## src/rtl/ahb_master_req_ctrl.sv

```systemverilog
// AHB master-side request controller: decodes the slave index and raises a one-hot request to
// that slave's arbiter. It counts beats until the burst completes and flags decode errors.
module ahb_master_req_ctrl #(
  parameter int unsigned SLAVE_NUM  = 4,
  parameter int unsigned ADDR_WIDTH = 32
) (
  input  logic                  hclk,
  input  logic                  hreset_n,
  input  logic [1:0]            htrans,
  input  logic [ADDR_WIDTH-1:0] haddr,
  input  logic [2:0]            hburst,
  input  logic [SLAVE_NUM-1:0]  hgrant,
  output logic [SLAVE_NUM-1:0]  hreq,
  output logic                  hready,
  output logic                  herror,
  output logic                  busy
);

  localparam logic [1:0] TransIdle   = 2'd0;
  localparam logic [1:0] TransNonseq = 2'd2;
  localparam logic [2:0] BurstSingle = 3'd0;
  localparam logic [2:0] BurstIncr   = 3'd1;

  typedef enum logic [2:0] {StIdle, StReq, StXfer, StErr1, StErr2} state_e;

  state_e                 state_q, state_d;
  logic [3:0]             idx_q, idx_d;
  logic                   incr_q, incr_d;
  logic [4:0]             limit_q, limit_d;
  logic [4:0]             cnt_q, cnt_d;
  logic [SLAVE_NUM-1:0]   hreq_q, hreq_d;

  logic [3:0]  idx;
  logic        idx_ok;
  logic [15:0] grant_pad;
  logic        beat;
  logic        last;
  logic [4:0]  burst_limit;
  logic        unused_addr;

  assign idx         = haddr[ADDR_WIDTH-1 -: 4];
  assign idx_ok      = {1'b0, idx} < 5'(SLAVE_NUM);
  assign grant_pad   = 16'(hgrant);
  assign unused_addr = ^haddr[ADDR_WIDTH-5:0];

  // Only the grant from the captured slave matters; BUSY (htrans[1]=0) never counts.
  assign beat = ((state_q == StReq) || (state_q == StXfer)) && grant_pad[idx_q] && htrans[1];
  assign last = (beat && !incr_q && (cnt_q == limit_q - 5'd1)) ||
                ((state_q == StXfer) && incr_q && (htrans == TransIdle));

  always_comb begin
    burst_limit = 5'd0;
    unique case (hburst)
      BurstSingle:  burst_limit = 5'd1;
      BurstIncr:    burst_limit = 5'd0;
      3'd2, 3'd3:   burst_limit = 5'd4;
      3'd4, 3'd5:   burst_limit = 5'd8;
      default:      burst_limit = 5'd16;
    endcase
  end

  always_ff @(posedge hclk or negedge hreset_n) begin
    if (!hreset_n) begin
      state_q <= StIdle;
      idx_q   <= '0;
      incr_q  <= 1'b0;
      limit_q <= '0;
      cnt_q   <= '0;
      hreq_q  <= '0;
    end else begin
      state_q <= state_d;
      idx_q   <= idx_d;
      incr_q  <= incr_d;
      limit_q <= limit_d;
      cnt_q   <= cnt_d;
      hreq_q  <= hreq_d;
    end
  end

  always_comb begin
    state_d = state_q;
    idx_d   = idx_q;
    incr_d  = incr_q;
    limit_d = limit_q;
    cnt_d   = cnt_q;
    hreq_d  = hreq_q;
    unique case (state_q)
      StIdle: begin
        if (htrans == TransNonseq) begin
          cnt_d = '0;
          if (idx_ok) begin
            state_d = StReq;
            idx_d   = idx;
            incr_d  = (hburst == BurstIncr);
            limit_d = burst_limit;
            for (int i = 0; i < SLAVE_NUM; i++) begin
              hreq_d[i] = (idx == 4'(i));
            end
          end else begin
            state_d = StErr1;
          end
        end
      end
      StReq, StXfer: begin
        // Saturate rather than wrap on very long INCR bursts.
        if (beat && (cnt_q != 5'd31)) cnt_d = cnt_q + 5'd1;
        if (last) begin
          state_d = StIdle;
          hreq_d  = '0;
        end else if (beat) begin
          state_d = StXfer;
        end
      end
      StErr1:  state_d = StErr2;
      StErr2:  state_d = StIdle;
      default: state_d = StIdle;
    endcase
  end

  always_comb begin
    hready = ((state_q == StIdle) && (htrans != TransNonseq)) || beat || (state_q == StErr2);
    herror = (state_q == StErr1) || (state_q == StErr2);
    busy   = (state_q != StIdle);
  end

  assign hreq = hreq_q;

endmodule
```

## config.mk

```make
export PLATFORM = sky130hd
export DESIGN_NAME = ahb_master_req_ctrl
export DESIGN_NICKNAME = d
export VERILOG_FILES = /design/src/rtl/ahb_master_req_ctrl.sv
export SDC_FILE = /design/constraint.sdc
export NUM_CORES = 1
export LEC_CHECK = 0
export BUFFER_PORTS_ARGS = -buffer_cell sky130_fd_sc_hd__buf_2
export CAP_MARGIN = 10
export CORE_MARGIN = 2
export CORE_UTILIZATION = 35
export CTS_CLUSTER_SIZE = 20
export DETAILED_ROUTE_END_ITERATION = 12
export SETUP_SLACK_MARGIN = 0.5
export SLEW_MARGIN = 20
export SYNTH_ARGS = -nofsm -noshare
export SYNTH_HDL_FRONTEND = slang
export SYNTH_SLANG_ARGS = --single-unit
```

## constraint.sdc

```tcl
create_clock -name hclk -period 5.3 [get_ports hclk]
set_input_delay 0.265 -clock hclk [delete_from_list [all_inputs] [get_ports hclk]]
set_output_delay 0.265 -clock hclk [all_outputs]
set_load 0.005 [all_outputs]
```

[Word-level counts from Yosys, hierarchy flattened]
Cells that the tools add are included.
Word-level totals
  bits in registers: 22
  input port bits: 43
  logic and storage cells: 73
Operators by class
  add/subtract/negate cells: 2
  $lt $le $gt $ge: 2
  eq/ne operators: 21
  muxes and demuxes: 15
  reductions and logical operators: 27
Operators by type and width (count)
  $pmux 5 s4: 1
  $eq 3x2->1 const B: 4
  $mux 4: 3
  $mux 5: 2
  $ne 2x2->1 const B: 5
  $pmux 5 s2: 1
  $eq 3x3->1 const B: 3
  $mux 3: 3
  $pmux 3 s3: 1
  $eq 4x2->1 const B: 2
  $logic_and 1x1->1: 8
  $pmux 4 s2: 1
  $eq 3x1->1 const B: 2
  $logic_not 3->1: 2
  $reduce_and 3->1: 2
  $reduce_or 2->1: 3
  $add 5x1->5 const B: 1
  $eq 5x5->1: 1
  $logic_or 1x1->1: 5
  $lt 4x5->1 const B: 1
  $ne 5x5->1 const B: 1
  $sub 5x1->5 const B: 1
  $bmux 1 s4: 1
  $eq 4x1->1 const B: 1
  12 further kinds: 12

[Depth between registers and ports, before layout]
Gate-level depths: netlist of run 1.
  word-level depth: 9
  depth in mapped cells: 7
  gate-level depth less buffers: 7

[Worst setup path after synthesis of run 1]
OpenSTA, ideal clock, no wires.
  path kind: reg-to-reg
  start: reg cnt_q[0]
  end: reg cnt_q[3]
  setup time: 0.077 ns
  arrival: 1.919 ns
  setup slack: 3.304 ns
  cell stages (with the launch flop): 8
  clock period less this slack: 1.996 ns
  path through: dfrtp_1 -> ha_1 -> and3_1 -> ha_1 -> a211oi_1 -> o31ai_1 -> or4_1 -> a21oi_1
Between the ends
  longest elaborated chain between the ends: 4
  elaborated cells between the ends (all ways): 7
RTL lines
  start, declared: RTL line 30  | logic [4:0] cnt_q, cnt_d;
  start signal, assigned: RTL line 75  | cnt_q <= cnt_d;
  parallel branches: the longest is 4 deep, another holds $add 5x1->5
Several ways; the timed one is not identified. The select of a mux whose other input is x is not followed.
A chain may end at the register's enable or synchronous reset.

[Worst setup path after layout of run 1]
  start: reg state_q[2]
  end: reg limit_q[2]
Between the ends
  longest elaborated chain between the ends: 2
RTL lines
  start, declared: RTL line 26  | state_e state_q, state_d;
  start signal, assigned: RTL line 64  | state_q <= StIdle;
  start signal, assigned: RTL line 71  | state_q <= state_d;
  $logic_not 3->1: RTL line 87  | unique case (state_q)
  $reduce_and 3->1 (no source line)
  end signal, assigned: RTL line 74  | limit_q <= limit_d;
  end, declared: RTL line 29  | logic [4:0] limit_q, limit_d;
Every way passes these cells.

==> results.json, run 1 <==
{
  "layout_setup_ws_ns": 3.12,
  "dp_slack_ns": 3.10,
  "drt_iter0_drc": 32,
  "arrival_ns": 2.41,
  "p_clk_frac": 0.134,
  "drive_gt1_frac": 0.252,
  "ys_async_sr_fraction": 1.00,
  "p_switching_uw": 228,
  "power.density_nw_per_um2": 431,
  "power.total_uw": 583,
  "hold_buffers": 1,
  "cts.sinks": 21,
  "ys_seq_elements": 21,
  "overflow": 0,
  "wirelength_mm": 2.41,
  "cap_violations": 0,
  "p_comb_frac": 0.415,
  "hpwl_mm": 1.82,
  "fin_crit_sh": 0.412,
  "synth_nets": 165,
  "hold_class": "primary input to flip-flop",
  "num_vias": 939,
  "fp.dieH_um": 62.5,
  "htree_num_levels": 1,
  "cts_max_path_buffers": 2,
  "intPower_uw": 355,
  "path_class": "flip-flop to flip-flop",
  "cts-root-buf": "clkbuf_4",
  "cp-start-kind": "flip-flop",
  "status": "finished, final reports clean",
  "cp_max_fo": 22,
  "areaGrowthSynthToFinish_pct": 13.0,
  "ys.flop_type": "dfrtp_1",
  "clkTransAtPathRegs_ns": 0.12,
  "tritoncts": "yes",
  "worstMarginPinSlew_ns": 0.696,
  "synth_edf_count": 0,
  "die_w_um": 62.5,
  "fmax_ghz": 0.458,
  "seqPwrFrac": 0.450,
  "nets": 186,
  "final.setup_skew_ns": 0.00745,
  "syn-cell-area_sq_um": 1200,
  "synth_cells": 119,
  "synth_cell_types": 35,
  "ys_seq_area_frac": 0.439,
  "antenna_cells": 0,
  "gp_congestion": 0.780,
  "fin_tns_setup_ns": 0,
  "drtAntennaViolNets": 0,
  "postCtsSetupRepairBufs": 0,
  "cpMaxStageDelayCell": "or3b_2",
  "gr-usage-all-layers": 0.137,
  "worstPathRequired_ns": 5.53,
  "slowest_delay_ns": 0.63,
  "start_util": 0.362,
  "worstPathCellList": "nor3_1 -> nand3_1 -> or3b_2 -> o21ai_0",
  "rsz0062_at_grt": "no",
  "portBuffers": 21,
  "final_cell_mix": "21 x dfrtp_1, 21 x buf_2, 11 x nand2_1, 8 x o21ai_0, 7 x nor2_1",
  "grt_pass1_wl_mm": 4.22,
  "drc": 0,
  "core_sq_um": 3310,
  "antenna_found_initial": 0,
  "grt_max_degree": 23,
  "end_kind": "flip-flop",
  "io_pins": 50,
  "row_count": 21,
  "max_slew_margin": 0.532,
  "p_sw_frac": 0.391,
  "slew_violations": 0,
  "period_minus_slack_ns": 2.18,
  "ir_worst_vdd_uv": 135,
  "firstDrtPassIters": 4,
  "insertion_delay_ns": 0.31,
  "die_area_sq_um": 3910,
  "numCtsBuffers": 3,
  "syn_avg_cell_area_sq_um": 10.1,
  "post_drt_via_cell_ratio": 5.08,
  "cts_resized": 0,
  "grt_pass1_vias": 906,
  "yosys_warnings": 0,
  "setup_violations": 0,
  "wl_per_cell_um": 13.0,
  "hold_viol": 0,
  "leakage_uw": 0.000619
}
==> cell usage after synthesis, types with 4 or more instances <==
cell,number,area [sq um]
o32ai_1,4,35.0
inv_1,6,22.5
nand2_1,11,41.3
xnor2_1,5,43.8
and2_1,4,25.0
o31ai_1,4,30.0
o21ai_0,8,40.0
nor3_1,5,25.0
nor2_1,7,26.3
dfrtp_1,21,526
nand3_1,6,30.0
==> layer usage <==
metal | vias up | global-route usage | share of wire
met1 | 446 | 0.175 | 0.48
met2 | 18 | 0.224 | 0.48
met5 | - | 0 | 0
li1 | 471 | - | -
met3 | 4 | 0.0180 | 0.022
met4 | 0 | 0.0750 | 0.022
==> path summary, 6_finish.rpt <==
kind	startpoint	endpoint	slack, ns	cells after the start
min reg2reg	idx_q[1]	idx_q[1]	0.51	2
min in group asynchronous	hreset_n	limit_q[3]	0.43	2
max	state_q[2]	limit_q[2]	3.12	4
min	haddr[28]	hreq[2]	0.16	2
max in group asynchronous	hreset_n	cnt_q[2]	4.54	2
max reg2reg	state_q[2]	limit_q[2]	3.12	4
==> metrics by stage <==
stage	hold slack [ns]	util	cell area (sq um)	cells
3_5_place_dp	0.259	0.397	1320	180
2_1_floorplan	-0.0306	-	1200	119
6_report	0.160	0.409	1350	185
3_3_place_gp	0.248	0.397	1320	180
5_1_grt	0.155	0.409	1350	185
4_1_cts	0.150	0.409	1350	185
==> registers in the layout (all words and copies together) (netlist names) <==
register and flops:
limit_q 4, state_q 3, idx_q 4, incr_q 1
hreq 4, cnt_q 5
==> cells by family (layout without fill, tap and decap cells) <==
logic type               after synthesis  in the layout  synth area share
AND/OR/NAND/NOR                       50             50             0.255
AO/OA/AOI/OAI                         24             24             0.137
flip-flops                            21             21             0.439
buffers and inverters                 12             32            0.0564
XOR/XNOR                               6              6            0.0439
adder cells (fa/ha/maj)                3              3            0.0314
multiplexers                           3              3            0.0376
==> power groups by stage <==
stage          Combinational, uW  Clock (uW)  Sequential (uW)
6_report                     242        78.3              263
5_1_grt                      278        89.4              271
4_1_cts                      246        83.1              263
3_5_place_dp                 244           0              266
3_3_place_gp                 237           0              263
2_1_floorplan                209           0              236
==> critical path: cells and delay by family (launching register included) <==
kind	cells	cell delay, ns
AND/OR/NAND/NOR	3	1.49
AO/OA/AOI/OAI	1	0.09
flip-flops	1	0.51
==> area by class of cell <==
class	count	area, sq um
Timing Repair Buffer	22	115
Fill cell	351	1960
Tap cell	46	57.6
Sequential cell	21	526
Clock buffer	3	22.5
Inverter	6	22.5
Multi-Input combinational cell	86	604
Clock inverter	1	5.00
Note: power is estimated with default switching activity, not from simulation.
==> inputs of run 2 (changes only) <==
- clock period: 5.3 -> 2.2 ns (I/O delays scaled with it)
==> results.json, run 2 (synthesis gave the netlist of run 1 again) <==
{
  "hpwl_mm": 1.94,
  "largest_reg_flops": 5,
  "antenna_found_initial": 0,
  "wirelength_mm": 2.81,
  "start_util": 0.362,
  "max_slew_margin": 0.680,
  "gp_congestion": 0.799,
  "cts-root-buf": "clkbuf_4",
  "nets": 203,
  "clkTransAtPathRegs_ns": 0.12,
  "finalInstanceArea_sq_um": 1620,
  "seq_area_sq_um": 531,
  "top_register": "cnt_q",
  "num_vias": 1020,
  "power.density_nw_per_um2": 1030,
  "portBuffers": 21,
  "hold_class": "primary input to flip-flop",
  "htree_num_levels": 1,
  "wl_per_cell_um": 13.9,
  "layout_setup_ws_ns": 0.295,
  "overflow": 0,
  "multi_input_area_sq_um": 746,
  "final.setup_skew_ns": 0.00445,
  "drive_gt1_frac": 0.462,
  "finish.utilization": 0.490,
  "status": "finished, final reports clean",
  "io_pins": 50,
  "row_count": 21,
  "arrival_ns": 2.14,
  "fmax_ghz": 0.525,
  "fin_crit_sh": 0.866,
  "r2r_slack_ns": 0.29,
  "numCtsBuffers": 3,
  "insertion_delay_ns": 0.30,
  "fin_tns_setup_ns": 0,
  "path_class": "flip-flop to flip-flop",
  "core_sq_um": 3310,
  "cp_max_fo": 5,
  "die_w_um": 62.5,
  "hold_viol": 0,
  "ir_worst_vdd_uv": 486,
  "mostFrequentLayoutCell": "buf_2",
  "setup_violations": 0,
  "areaGrowthSynthToFinish_pct": 35.4,
  "drtAntennaViolNets": 0,
  "place_area_sq_um": 1380,
  "firstDrtPassIters": 4,
  "final_cell_mix": "21 x buf_2, 17 x dfrtp_1, 15 x buf_4, 10 x nand2_1, 8 x o21ai_0",
  "dp_slack_ns": 0.268,
  "fillCellCount": 330,
  "antenna_cells": 0,
  "worstMarginPinSlew_ns": 0.479,
  "drt_iter0_drc": 19,
  "drc": 0,
  "rsz0062_at_grt": "yes",
  "tritoncts": "yes",
  "grt_max_degree": 22,
  "leakage_uw": 0.000706,
  "cp-start-kind": "flip-flop",
  "fp.dieH_um": 62.5,
  "grt_pass1_wl_mm": 4.47,
  "end_kind": "flip-flop",
  "slew_violations": 0,
  "die_area_sq_um": 3910,
  "worstPathRequired_ns": 2.44,
  "cap_violations": 0,
  "cts_max_path_buffers": 2,
  "grt_pass1_vias": 971,
  "gr-usage-all-layers": 0.143,
  "post_drt_via_cell_ratio": 5.05,
  "period_minus_slack_ns": 1.91,
  "cts.sinks": 21
}
run 2: cell types whose count changed in the layout (fill, tap and decap cells not counted), sizes merged:
cell    delta
buf       +16
clkbuf     +1
clkinv     -1
nand3      +1
run 2: per-layer routing:
layer  track usage  part of all wire  wire length (um)
met4        0.0583             0.019                53
met1         0.172              0.41              1160
met5             0                 0                 0
met3        0.0180             0.025                69
met2         0.258              0.54              1530
run 2: final timing paths:
check                      startpoint    endpoint  cells past startpoint
max                          cnt_q[0]    cnt_q[2]                      7
min                         haddr[28]     hreq[0]                      2
min reg2reg                  idx_q[1]    idx_q[1]                      2
max reg2reg                  cnt_q[0]    cnt_q[2]                      7
max in group asynchronous    hreset_n  state_q[1]                      2
min in group asynchronous    hreset_n    cnt_q[2]                      2
run 2: area by class of cell:
type                       count  share of cell area
clock buffer                   4              0.0162
inverter                       6              0.0139
multi-input combinational     87               0.460
tap                           46              0.0355
timing repair buffer          38               0.147
sequential                    21               0.327
run 2: where the power goes:
group	switching (uW)	leakage, uW	total [uW]	internal (uW)
Clock	116	0.0000150	187	70.6
Sequential	150	0.000274	650	501
Combinational	395	0.000417	829	434
Total	661	0.000706	1670	1010
run 2: critical path, stage by stage (launching register included):
cell and delay, ns:
dfrtp_2 0.45, ha_2 0.18, and3_4 0.18, ha_4 0.16, a211oi_4 0.19, o31ai_4 0.13, or4_1 0.41, a21oi_1 0.14
run 2: through the flow:
stage,hold slack [ns],total power (uW),cells
6_report,0.0360,1670,202
4_1_cts,0.0350,1590,192
5_1_grt,0.0361,1790,202
2_1_floorplan,-0.186,1120,119
3_5_place_dp,0.0941,1300,181
3_3_place_gp,0.100,1270,181
run 2: repair_timing:
item | 4_1_cts | 5_1_grt
pin swaps | 9 | 3
setup buffers | 5 | 10
resized for setup | 9 | 8
hold buffers | 1 | 0
cloned | 1 | 0
setup endpoints to repair | 12 | 20
endpoints found under the hold margin | 21 | 0
